`src/rtl/bcd_conv_scheduler_pkg.sv`:
```
// bcd_pkg: constants, FSM encoding and digit helper shared by the BCD scheduler
// and its conversion engine.
package bcd_pkg;
   localparam logic [31:0] BCD_MAX = 32'd9999;
   localparam int DIGITS = 4;
   typedef logic [3:0] digit_t;
   typedef enum logic [1:0] {IDLE, LAUNCH, WAIT, STORE} state_t;
   function automatic digit_t add3(input digit_t n);
      return (n >= 4'd5) ? n + 4'd3 : n;
   endfunction
endpackage

```
`src/rtl/bcd_conv_scheduler_if.sv`:
```
// bcd_conv_scheduler_if: request/result bundle between display sources and the
// BCD scheduler.
interface bcd_conv_scheduler_if #(
   parameter int NUM_CH = 4,
   parameter int BIN_W  = 14,
   parameter int BCD_W  = 16
);
   logic [NUM_CH-1:0]       req;
   logic [NUM_CH*BIN_W-1:0] bin_in;
   logic [NUM_CH*BCD_W-1:0] bcd_out;
   logic [NUM_CH-1:0]       bcd_valid;
   logic [NUM_CH-1:0]       done;
   logic                    busy;
   modport master (output req, bin_in, input bcd_out, bcd_valid, done, busy);
   modport slave  (input req, bin_in, output bcd_out, bcd_valid, done, busy);
endinterface

```
`src/rtl/bin2bcd_seq_engine.sv`:
```
// bin2bcd_seq_engine: sequential double-dabble converter, one shift per cycle,
// with a start/done handshake.
module bin2bcd_seq_engine
   import bcd_pkg::*;
#(
   parameter int BIN_W = 14
) (
   input  logic                  clk,
   input  logic                  rst,
   input  logic                  i_start,
   input  logic [BIN_W-1:0]      i_bin,
   output logic [DIGITS*4-1:0]   o_bcd,
   output logic                  o_done
);
   localparam int CW = $clog2(BIN_W);
   logic [DIGITS*4-1:0] r_bcd, w_adj;
   logic [BIN_W-1:0]    r_bin;
   logic [CW-1:0]       r_cnt;
   logic                r_run, r_done;
   always_comb begin
      w_adj = r_bcd;
      for (int d = 0; d < DIGITS; d++) w_adj[d*4 +: 4] = add3(r_bcd[d*4 +: 4]);
   end
   // The first iteration is folded into the load: adding 3 to a cleared
   // accumulator is a no-op, so only the shift remains.
   always_ff @(posedge clk) begin
      if (rst) begin
         r_run  <= 1'b0;
         r_done <= 1'b0;
         r_cnt  <= '0;
         r_bcd  <= '0;
         r_bin  <= '0;
      end else begin
         r_done <= r_run && (r_cnt == CW'(1));
         if (r_run) begin
            {r_bcd, r_bin} <= {w_adj[DIGITS*4-2:0], r_bin, 1'b0};
            r_cnt <= r_cnt - 1'b1;
            if (r_cnt == CW'(1)) r_run <= 1'b0;
         end else if (i_start) begin
            {r_bcd, r_bin} <= {{(DIGITS*4-1){1'b0}}, i_bin, 1'b0};
            r_cnt <= CW'(BIN_W - 1);
            r_run <= 1'b1;
         end
      end
   end
   assign o_bcd  = r_bcd;
   assign o_done = r_done;
endmodule

```
`src/rtl/bcd_conv_scheduler.sv`:
```
// bcd_conv_scheduler: round-robin sharing of one sequential binary-to-BCD engine
// among NUM_CH display channels, holding the latest result per channel.
module bcd_conv_scheduler
   import bcd_pkg::*;
#(
   parameter int NUM_CH = 4,
   parameter int BIN_W  = 14,
   parameter int BCD_W  = 16
) (
   input logic                 clk,
   input logic                 rst,
   bcd_conv_scheduler_if.slave bus
);
   localparam int CHW = $clog2(NUM_CH);
   state_t              r_state, w_state_nxt;
   logic [NUM_CH-1:0]   r_pend, r_valid, r_done, w_grant;
   logic [CHW-1:0]      r_rr, r_ch, w_sel;
   logic                w_found;
   logic [BIN_W-1:0]    r_bin, w_sel_val, w_sat_val;
   logic [BCD_W-1:0]    r_bcd [NUM_CH];
   logic [DIGITS*4-1:0] w_eng_bcd;
   logic                w_eng_start, w_eng_done;
   // Descending scan so the last hit is the first pending channel at or after r_rr.
   always_comb begin
      w_found = 1'b0;
      w_sel   = r_rr;
      for (int k = NUM_CH - 1; k >= 0; k--) begin
         if (r_pend[(int'(r_rr) + k) % NUM_CH]) begin
            w_found = 1'b1;
            w_sel   = CHW'((int'(r_rr) + k) % NUM_CH);
         end
      end
   end
   assign w_sel_val = bus.bin_in[int'(w_sel)*BIN_W +: BIN_W];
   assign w_sat_val = (32'(w_sel_val) > BCD_MAX) ? BIN_W'(BCD_MAX) : w_sel_val;
   always_comb begin
      w_state_nxt = r_state;
      w_grant     = '0;
      w_eng_start = 1'b0;
      case (r_state)
         IDLE: if (w_found) begin
            w_state_nxt    = LAUNCH;
            w_grant[w_sel] = 1'b1;
         end
         LAUNCH: begin
            w_eng_start = 1'b1;
            w_state_nxt = WAIT;
         end
         WAIT: if (w_eng_done) w_state_nxt = STORE;
         default: w_state_nxt = IDLE;
      endcase
   end
   always_ff @(posedge clk) begin
      if (rst) begin
         r_state <= IDLE;
         r_pend  <= '0;
         r_rr    <= '0;
         r_ch    <= '0;
         r_bin   <= '0;
         r_valid <= '0;
         r_done  <= '0;
         for (int i = 0; i < NUM_CH; i++) r_bcd[i] <= '0;
      end else begin
         r_state <= w_state_nxt;
         r_pend  <= (r_pend & ~w_grant) | bus.req;
         r_done  <= '0;
         if (w_grant != '0) begin
            r_ch  <= w_sel;
            r_bin <= w_sat_val;
            r_rr  <= (w_sel == CHW'(NUM_CH - 1)) ? '0 : w_sel + 1'b1;
         end
         if (r_state == STORE) begin
            r_bcd[r_ch]   <= BCD_W'(w_eng_bcd);
            r_valid[r_ch] <= 1'b1;
            r_done[r_ch]  <= 1'b1;
         end
      end
   end
   bin2bcd_seq_engine #(.BIN_W(BIN_W)) u_eng (
      .clk     (clk),
      .rst     (rst),
      .i_start (w_eng_start),
      .i_bin   (r_bin),
      .o_bcd   (w_eng_bcd),
      .o_done  (w_eng_done)
   );
   for (genvar g = 0; g < NUM_CH; g++) begin : g_out
      assign bus.bcd_out[g*BCD_W +: BCD_W] = r_bcd[g];
   end
   assign bus.bcd_valid = r_valid;
   assign bus.done      = r_done;
   assign bus.busy      = (r_state != IDLE);
endmodule
```
`src/flat_wrapper.sv`:
```
// flat-port wrapper written by rule: the top's interface ports become plain ports
module bcd_conv_scheduler_flat import bcd_pkg::*;
#(
   parameter int NUM_CH = 4,
   parameter int BIN_W  = 14,
   parameter int BCD_W  = 16
)
  (clk, rst, bus_req, bus_bin_in, bus_bcd_out, bus_bcd_valid, bus_done, bus_busy);
  bcd_conv_scheduler_if #(.NUM_CH(NUM_CH), .BIN_W(BIN_W), .BCD_W(BCD_W)) bus_i ();
  input logic clk;
  input logic rst;
  input wire logic [$bits(bus_i.req)-1:0] bus_req;
  input wire logic [$bits(bus_i.bin_in)-1:0] bus_bin_in;
  output wire logic [$bits(bus_i.bcd_out)-1:0] bus_bcd_out;
  output wire logic [$bits(bus_i.bcd_valid)-1:0] bus_bcd_valid;
  output wire logic [$bits(bus_i.done)-1:0] bus_done;
  output wire logic [$bits(bus_i.busy)-1:0] bus_busy;
  assign bus_i.req = bus_req;
  assign bus_i.bin_in = bus_bin_in;
  assign bus_bcd_out = bus_i.bcd_out;
  assign bus_bcd_valid = bus_i.bcd_valid;
  assign bus_done = bus_i.done;
  assign bus_busy = bus_i.busy;
  bcd_conv_scheduler #(.NUM_CH(NUM_CH), .BIN_W(BIN_W), .BCD_W(BCD_W)) u_core (.clk(clk), .rst(rst), .bus(bus_i));
endmodule
```
`config.mk`:
```
export PLATFORM = sky130hd
export DESIGN_NAME = bcd_conv_scheduler_flat
export DESIGN_NICKNAME = d
export VERILOG_FILES = /design/src/rtl/bcd_conv_scheduler_pkg.sv /design/src/rtl/bcd_conv_scheduler_if.sv /design/src/rtl/bin2bcd_seq_engine.sv /design/src/rtl/bcd_conv_scheduler.sv /design/src/flat_wrapper.sv
export SDC_FILE = /design/constraint.sdc
export NUM_CORES = 1
export LEC_CHECK = 0
export CAP_MARGIN = 20
export CORE_UTILIZATION = 25
export DETAILED_ROUTE_END_ITERATION = 7
export MAX_ROUTING_LAYER = met4
export SKIP_LAST_GASP = 1
export SYNTH_ARGS = -nofsm -noshare
export SYNTH_HDL_FRONTEND = slang
export SYNTH_HIERARCHICAL = 1
export SYNTH_SLANG_ARGS = --single-unit
```
`constraint.sdc`:
```
create_clock -name clk -period 4.1 [get_ports clk]
set_input_delay 0.41 -clock clk [delete_from_list [all_inputs] [get_ports clk]]
set_output_delay 0.41 -clock clk [all_outputs]
set_load 0.02 [all_outputs]
```
==> results.json, run 1 <==
{
  "maxCapViolations": 0,
  "clockRootBuffer": "clkbuf_16",
  "syn_area_um2": 6050,
  "diodes": 0,
  "max-clock-path-buffers": 2,
  "cp.arrival_ns": 3.47,
  "p_leak_uw": 0.00302,
  "syn-num-nets": 659,
  "wl_um": 14400,
  "routabilityCongestion": 0.791,
  "setup.worst_path.class": "flip-flop to flip-flop",
  "synth_seq_cells": 131,
  "clkTransAtPathRegs_ns": 0.06,
  "start_kind": "flip-flop",
  "vias": 4702,
  "worstHoldStart": "u_core/bus.bcd_valid[1]$_SDFFE_PP0N_",
  "die_w_um": 158,
  "dr.pass1.iters": 6,
  "fin_crit_sh": 0.771,
  "fp.coreArea_um2": 23600,
  "grt_use_total": 0.125,
  "synthCells": 579,
  "clk-insertion-delay-late_ns": 0.41,
  "critPathMaxFanout": 32,
  "final_common_cell": "clkdlybuf4s50_1",
  "crit_family": "simple AND/OR/NAND/NOR gates",
  "yosysSeqAreaShare": 0.539,
  "via_per_inst": 4.52,
  "drt_drc_violations_left": 0,
  "cp-end-kind": "flip-flop",
  "avgSynthCellArea_um2": 10.5,
  "hold_path_end": "u_core/bus.bcd_valid[1]$_SDFFE_PP0N_",
  "hp-class": "flip-flop to flip-flop",
  "grt_pass1_vias": 4611,
  "worst_pin_slew_ns": 1.00,
  "outcome": "finished, final reports clean",
  "wl_per_cell_um": 13.9,
  "max_freq_ghz": 0.317,
  "fin_util": 0.348,
  "synth_warnings": 6,
  "grt_pass1_wl_um": 23400,
  "synth.distinct_cells": 50,
  "grt_remaining_overflow": 0,
  "antenna_found_initial": 0,
  "dieArea_um2": 24800,
  "cts_tree": "built",
  "hold_depth": 1,
  "ios": 135,
  "crit_buf_inv": 2,
  "fin_nets": 789,
  "cts_sinks": 131,
  "final.setup.tns_ns": 0,
  "start_util": 0.256,
  "reg2reg_slack_ns": 0.94,
  "cts_resized": 0,
  "ant_nets": 0,
  "worstPathRequired_ns": 4.41,
  "dr.first_iter.drc_count": 227,
  "numCtsBuffers": 17,
  "synthToLayoutAreaGrowth_pct": 35.9,
  "setup_viol": 0,
  "hold_viol": 0,
  "dp_hpwl_um": 10200,
  "ir_worst_vdd_uv": 214,
  "std_cell_rows": 56,
  "crit-reg2reg-launch": "u_core/r_pend[2]$_SDFF_PP0_",
  "cpMostUsedCell": "nor2_1",
  "maxSlewViolCount": 0,
  "rsz0062_at_grt": "no",
  "reg2reg_depth": 11,
  "cp_slowest_cell": "or4_1",
  "setup_ws_ns": 0.941,
  "grt_max_degree": 53,
  "synthFlopType": "dfxtp_1",
  "numPlacedInstances": 1009,
  "cts_setup_buffers": 0,
  "pwr_density_cell_nw_per_um2": 505,
  "crit_path_start": "u_core/r_pend[2]$_SDFF_PP0_",
  "r2r-end": "u_core/r_bin[6]$_SDFFE_PP0P_",
  "synth_edf_count": 64,
  "path_cells": "nor2_1, a211o_1, o211ai_2, buf_4, inv_2, ha_1, or4_1, and3_1, nor2_1, nand2_1, o41ai_1",
  "die_h_um": 158,
  "crit_path_max_incr_delay_ns": 0.52,
  "drive_above_1_share": 0.0900,
  "skew_ns": 0.00875,
  "period_needed_ns": 3.16,
  "ys_async_sr_fraction": 0,
  "slew_headroom": 0.329,
  "cts_hold_buf": 0,
  "pre_cts_slack_ns": 1.00,
  "n_fill_cell": 2358,
  "cts-htree-levels": 4,
  "portBuffers": 134,
  "finalNonFillerCells": 1041,
  "most-common-layout-cells": "clkdlybuf4s50_1, nand2_1, dfxtp_1"
}
## area by class of cell
type	count	area [µm²]	share of cell area
flip-flops and latches	131	3260	0.397
multi-input cells	399	2560	0.311
repair buffers	140	1380	0.168
clock buffers	18	429	0.0522
well taps	319	399	0.0485
clock inverters	14	115	0.0140
inverters	20	75.1	0.00913
## state kept, by name, indices dropped and copies added, names as in the netlist, 4 cells and up
signal / count
u_core/bus.bcd_valid: 4
u_core/bus.done: 4
u_core/r_bcd: 64
u_core/r_bin: 14
u_core/r_pend: 4
u_core/u_eng/o_bcd: 16
u_core/u_eng/r_bin: 13
u_core/u_eng/r_cnt: 4
## power by group
group | switching, µW | total, µW | internal [µW] | leakage [µW]
Combinational | 601 | 1060 | 460 | 0.00155
Sequential | 172 | 1700 | 1530 | 0.00121
Clock | 563 | 1390 | 827 | 0.000263
## synth_stat cells (all sizes together) (5+ instances only)
master / count / area share
nand2: 76 / 0.047
nor2: 39 / 0.024
and2: 64 / 0.066
dfxtp: 67 / 0.22
clkbuf: 12 / 0.0074
mux2: 13 / 0.024
nor3b: 6 / 0.0074
o21ai: 17 / 0.014
nand2b: 14 / 0.015
o211ai: 9 / 0.013
nand3b: 5 / 0.0062
a21oi: 47 / 0.039
nand3: 10 / 0.0083
buf: 17 / 0.021
inv: 20 / 0.012
mux2i: 14 / 0.023
or2: 5 / 0.0052
edfxtp: 64 / 0.32
a2111o: 8 / 0.015
ha: 18 / 0.037
a32o: 10 / 0.017
## per-stage QoR
stage / hold WS [ns] / power (µW) / cell area (µm²)
2_1_floorplan: 0.414 / 2490 / 6050
3_3_place_gp: 0.436 / 2770 / 7680
3_5_place_dp: 0.441 / 2790 / 7680
4_1_cts: 0.452 / 4200 / 8230
5_1_grt: 0.474 / 4410 / 8230
6_report: 0.447 / 4150 / 8230
## worst max path at each step
stage                                    to  slack (ns)  depth (start not counted)
3_3_place_gp    u_core/r_ch[0]$_SDFFE_PP0P_        1.12                         11
3_5_place_dp    u_core/r_ch[0]$_SDFFE_PP0P_        1.00                         11
6_report       u_core/r_bin[6]$_SDFFE_PP0P_        0.94                         11
2_1_floorplan   u_core/r_ch[0]$_SDFFE_PP0P_        1.03                         14
4_1_cts        u_core/r_bin[7]$_SDFFE_PP0P_        0.98                         11
5_1_grt         u_core/r_ch[0]$_SDFFE_PP0P_        0.69                         11
## kinds of logic (layout without fill, tap and decap cells)
logic type                 after synthesis  in the layout  share of synthesized area
DFF                                    131            131                      0.539
muxes                                   27             27                     0.0473
and+or+nand+nor                        234            234                      0.196
adders and majority gates               18             18                     0.0372
AOI/OAI and AO/OA                      117            117                      0.136
xor gates and xnor gates                 3              3                    0.00434
buffers and inverters                   49            192                     0.0405
## layer usage
layer	track usage	routed length, µm	up-vias	part of all wire
li1	-	-	2319	-
met1	0.154	6570	2222	0.46
met2	0.200	6950	144	0.48
met3	0.0301	716	17	0.050
met4	0.0435	205	0	0.014
met5	-	0	-	0
Power figures use the tool's default switching activity.
==> run 2, diff against run 1 <==
- clock period: 4.1 -> 2.7 ns (I/O delays scaled with it)
==> run 2 against run 1 <==
Compared with the run above: setup slack got worse by 0.82 ns; hold slack got worse by 0.022 ns; fmax increased by 23%; flip-flop and latch count unchanged; global-route usage decreased by 0.18 points; total power increased by 63%; critical endpoint is now u_core/r_bin[5]$_SDFFE_PP0P_; highest routed layer unchanged; sequential share of layout area decreased by 1.2 points.
==> results.json, run 2 (synthesis results as in run 1) <==
{
  "std_cell_rows": 56,
  "wl_um": 14700,
  "cp-end-kind": "flip-flop",
  "vias": 4679,
  "synthToLayoutAreaGrowth_pct": 40.1,
  "n_fill_cell": 2312,
  "grt_remaining_overflow": 0,
  "swShare": 0.312,
  "drive_above_1_share": 0.122,
  "finalNonFillerCells": 1058,
  "final_common_cell": "clkdlybuf4s50_1",
  "portBuffers": 134,
  "pre_cts_slack_ns": 0.0204,
  "maxSlewViolCount": 0,
  "setup.worst_path.class": "flip-flop to flip-flop",
  "numPlacedInstances": 1020,
  "slew_headroom": 0.494,
  "hold_viol": 0,
  "seq_power_share": 0.375,
  "p_leak_uw": 0.00315,
  "cts-htree-levels": 4,
  "grt_max_degree": 53,
  "die_h_um": 158,
  "ir_worst_vdd_uv": 300,
  "maxCapViolations": 0,
  "dieArea_um2": 24800,
  "clkPwrFrac": 0.345,
  "numCtsBuffers": 17,
  "pwr_density_cell_nw_per_um2": 796,
  "drt_drc_violations_left": 0,
  "dr.first_iter.drc_count": 271,
  "via_per_inst": 4.42,
  "p_sw_uw": 2110,
  "clockRootBuffer": "clkbuf_16",
  "ios": 135,
  "cts_sinks": 131,
  "largest-register": "u_core/r_bcd",
  "outcome": "finished, final reports clean",
  "worst_hold_slack_ns": 0.425,
  "dp_hpwl_um": 10100,
  "setup_ws_ns": 0.123,
  "cp.arrival_ns": 2.86,
  "clkTransAtPathRegs_ns": 0.06,
  "fin_crit_sh": 0.955,
  "max_freq_ghz": 0.388,
  "internal_power_uw": 4650,
  "critPathMaxFanout": 17,
  "fin_total_pwr_uw": 6750,
  "grt_use_total": 0.124,
  "start_kind": "flip-flop",
  "fin_nets": 806,
  "wl_per_cell_um": 13.9,
  "largest_register_ffs": 64,
  "ant_nets": 0,
  "diodes": 0,
  "skew_ns": 0.00760,
  "setup_viol": 0,
  "hp-class": "input port to flip-flop",
  "grt_pass1_vias": 4470,
  "routabilityCongestion": 0.796,
  "start_util": 0.256,
  "worstPathRequired_ns": 2.98,
  "antenna_found_initial": 0,
  "clk-insertion-delay-late_ns": 0.41,
  "most-common-layout-cells": "clkdlybuf4s50_1, nand2_1, and2_1, dfxtp_1, edfxtp_1",
  "fp.coreArea_um2": 23600,
  "max-clock-path-buffers": 2,
  "dr.pass1.iters": 4,
  "grt_pass1_wl_um": 22900,
  "die_w_um": 158,
  "final.setup.tns_ns": 0,
  "worst_pin_slew_ns": 0.759,
  "cts_tree": "built",
  "comb_power_share": 0.280,
  "period_needed_ns": 2.58
}
==> run 2: changes by cell type in the layout (fill, tap and decap cells not counted), sizes merged <==
cell / previous run / this run
bufinv: 1 / 3
buf: 7 / 23
clkbuf: 18 / 20
clkinv: 10 / 7
==> run 2: layer usage <==
layer  wire length (µm)  part of all wire  track usage
met5                  0                 0            -
met3                710             0.048       0.0348
met2               7070              0.48        0.204
met1               6750              0.46        0.144
met4                139            0.0095       0.0411
==> run 2: timing repair <==
action                                  CTS  global route
hold buffers                              0             0
endpoints found under the setup margin    0            15
resized for setup                         0            19
buffers inserted                          0             5
==> run 2: worst paths after layout <==
kind                                                           start                                   end  slack [ns]  cells after the start
worst max register to register           u_core/r_pend[2]$_SDFF_PP0_          u_core/r_bin[5]$_SDFFE_PP0P_        0.12                     10
worst min register to register  u_core/bus.bcd_valid[3]$_SDFFE_PP0N_  u_core/bus.bcd_valid[3]$_SDFFE_PP0N_        0.44                      2
worst min-delay path                                             rst           u_core/r_rr[0]$_SDFFE_PP0P_        0.43                      5
worst max-delay path                     u_core/r_pend[2]$_SDFF_PP0_          u_core/r_bin[5]$_SDFFE_PP0P_        0.12                     10
==> run 2: cell type report <==
| type | instances | area, µm² | share of cell area |
|---|---|---|---|
| well taps | 319 | 399 | 0.0470 |
| flip-flops and latches | 131 | 3270 | 0.385 |
| repair buffers | 157 | 1560 | 0.183 |
| clock inverters | 13 | 161 | 0.0190 |
| multi-input cells | 399 | 2590 | 0.306 |
| clock buffers | 19 | 433 | 0.0510 |
| inverters | 20 | 75.1 | 0.00885 |
==> run 2: power groups by stage <==
stage	combinational [µW]	clock, µW	sequential, µW
2_1_floorplan	1270	0	2540
3_5_place_dp	1750	0	2570
4_1_cts	1760	2380	2530
5_1_grt	2100	2480	2570
6_report	1890	2330	2530
3_3_place_gp	1730	0	2570
==> run 2: worst max-delay path, stage by stage, from the launching register on <==
cell	delay, ns
dfxtp_1	0.35
nor2b_1	0.17
o21ai_2	0.19
o211ai_4	0.16
inv_2	0.11
buf_6	0.17
nand2_1	0.09
a32o_1	0.29
or4_4	0.54
a41oi_2	0.26
o41ai_1	0.12
==> run 2: per-stage QoR <==
step / util / area [µm²]
after CTS: 0.354 / 8360
final: 0.359 / 8480
after floorplan: - / 6070
after global placement: 0.329 / 7760
after detailed placement: 0.329 / 7760
after global routing: 0.359 / 8480
==> run 3, diff against run 2 <==
- GPL_ROUTABILITY_DRIVEN: not set -> 1
- PLACE_DENSITY: not set -> 0.58
==> run 3 against run 2 <==
Compared with the run above: setup slack improved by 0.015 ns; final cell count decreased by 0.47%; critical endpoint is now u_core/r_bin[2]$_SDFFE_PP0P_; first-iteration DRC count decreased by 15%; utilization decreased by 0.37 points; combinational power decreased by 3%; sequential share of layout area increased by 0.39 points; global-route usage increased by 0.10 points; register-to-register slack improved by 0.02 ns; wire length decreased by 0.10%.
==> results.json, run 3 (synthesis results as in run 1) <==
{
  "gr-usage-met1": 0.152,
  "endpoint": "u_core/r_bin[2]$_SDFFE_PP0P_",
  "skew_ns": 0.00575,
  "internal_power_uw": 4510,
  "critPathMaxFanout": 17,
  "dieArea_um2": 24800,
  "synthToLayoutAreaGrowth_pct": 38.7,
  "maxCapViolations": 0,
  "final_common_cell": "clkdlybuf4s50_1",
  "path_cells": "nor2b_1, o21ai_1, o211ai_4, inv_2, buf_6, nand2_1, a32o_1, or4_4, a41o_1, a21oi_1",
  "cp-end-kind": "flip-flop",
  "ir_worst_vdd_uv": 360,
  "p_leak_uw": 0.00310,
  "multi_input_area_um2": 2570,
  "wl_um": 14700,
  "clk-insertion-delay-late_ns": 0.41,
  "crit-reg2reg-launch": "u_core/r_pend[2]$_SDFF_PP0_",
  "ant_nets": 0,
  "grt_use_total": 0.125,
  "wl_per_cell_um": 13.9,
  "rsz0062_at_grt": "yes",
  "grt_pass1_vias": 4498,
  "clkPwrFrac": 0.336,
  "comb_power_share": 0.279,
  "crit_path_start": "u_core/r_pend[2]$_SDFF_PP0_",
  "diodes": 0,
  "hold_viol": 0,
  "swShare": 0.313,
  "most-common-layout-cells": "clkdlybuf4s50_1, nand2_1, dfxtp_1",
  "largest_register_ffs": 64,
  "n_fill_cell": 2382,
  "die_h_um": 158,
  "clkTransAtPathRegs_ns": 0.05,
  "cp_slowest_cell": "or4_4",
  "reg2reg_depth": 10,
  "slew_headroom": 0.500,
  "vias": 4695,
  "grt_max_degree": 33,
  "worst_hold_slack_ns": 0.350,
  "use_met3": 0.0312,
  "cts_sinks": 131,
  "ios": 135,
  "drive_above_1_share": 0.104,
  "pwr_density_cell_nw_per_um2": 782,
  "worst_pin_slew_ns": 0.749,
  "busiest_layer": "met2",
  "seq_power_share": 0.385,
  "fin_nets": 801,
  "dr.first_iter.drc_count": 229,
  "fp.coreArea_um2": 23600,
  "worstPathRequired_ns": 3.04,
  "drt_drc_violations_left": 0,
  "grt_remaining_overflow": 0,
  "cp.arrival_ns": 2.90,
  "seq_area_um2": 3270,
  "numPlacedInstances": 1019,
  "max_freq_ghz": 0.390,
  "maxSlewViolCount": 0,
  "period_needed_ns": 2.56,
  "die_w_um": 158,
  "portBuffers": 134,
  "fin_crit_sh": 0.949,
  "std_cell_rows": 56,
  "crit_path_max_incr_delay_ns": 0.55,
  "cts_tree": "built",
  "setup.worst_path.class": "flip-flop to flip-flop",
  "p_sw_uw": 2050,
  "grt_pass1_wl_um": 23300,
  "via_per_inst": 4.46,
  "cts_hold_buf": 0,
  "hp-class": "input port to flip-flop",
  "finalNonFillerCells": 1053,
  "numCtsBuffers": 17,
  "largest-register": "u_core/r_bcd",
  "max-clock-path-buffers": 2,
  "start_util": 0.256,
  "reg2reg_slack_ns": 0.14,
  "outcome": "finished, final reports clean",
  "routabilityCongestion": 0.808,
  "grtUsageMet2": 0.199,
  "r2r-end": "u_core/r_bin[2]$_SDFFE_PP0P_",
  "clockRootBuffer": "clkbuf_16",
  "start_kind": "flip-flop",
  "setup_viol": 0,
  "dp_hpwl_um": 10200,
  "antenna_found_initial": 0,
  "cts-htree-levels": 4,
  "dr.pass1.iters": 4
}
[run 3: worst min path at each step]
stage                                         startpoint                                    to  slack (ns)  cells after the start
finish                                               rst           u_core/r_ch[1]$_SDFFE_PP0P_        0.35                      3
floorplan                                     bus_req[0]           u_core/r_pend[0]$_SDFF_PP0_        0.39                      2
CTS                                                  rst           u_core/r_ch[0]$_SDFFE_PP0P_        0.34                      3
global placement    u_core/bus.bcd_valid[3]$_SDFFE_PP0N_  u_core/bus.bcd_valid[3]$_SDFFE_PP0N_        0.44                      2
global route                                         rst           u_core/r_ch[0]$_SDFFE_PP0P_        0.35                      3
detailed placement  u_core/bus.bcd_valid[3]$_SDFFE_PP0N_  u_core/bus.bcd_valid[3]$_SDFFE_PP0N_        0.44                      2
[run 3: layout make-up]
cell class | instances | share of cell area
Multi-Input combinational cell | 399 | 0.307
Inverter | 20 | 0.00894
Sequential cell | 131 | 0.389
Clock inverter | 11 | 0.0136
Tap cell | 319 | 0.0475
Timing Repair Buffer | 152 | 0.181
Clock buffer | 21 | 0.0536
[run 3: metrics by stage]
step	power (µW)	util	worst slack (ns)	instance area, µm²	setup TNS (ns)
final	6560	0.356	0.138	8400	0
after detailed placement	4310	0.329	0.0178	7760	0
after CTS	6550	0.352	0.000687	8320	0
after global placement	4290	0.329	0.108	7760	0
after global routing	6950	0.356	-0.0438	8400	-0.119
after floorplan	3800	-	0.0175	6070	0
[run 3: metal layers]
layer | wire [µm] | vias up
li1 | - | 2340
met1 | 6830 | 2211
met2 | 6970 | 132
met3 | 710 | 12
met4 | 145 | 0
met5 | 0 | -
[run 3: what timing repair did]
item	in CTS	in global routing
buffers inserted	0	1
endpoints found under the setup margin	0	11
resized for setup	0	9
[run 3: critical path: cells and delay by family (launching register included)]
family                 cells  cell delay, ns
DFF                        1            0.34
and+or+nand+nor            3            0.79
AOI/OAI and AO/OA          5            1.09
buffers and inverters      2            0.28
[run 3: power groups by stage]
| stage | Sequential, µW | Clock, µW | Combinational [µW] |
|---|---|---|---|
| 3_3_place_gp | 2560 | 0 | 1730 |
| 2_1_floorplan | 2540 | 0 | 1270 |
| 3_5_place_dp | 2570 | 0 | 1750 |
| 5_1_grt | 2560 | 2360 | 2030 |
| 6_report | 2530 | 2200 | 1830 |
| 4_1_cts | 2530 | 2270 | 1750 |
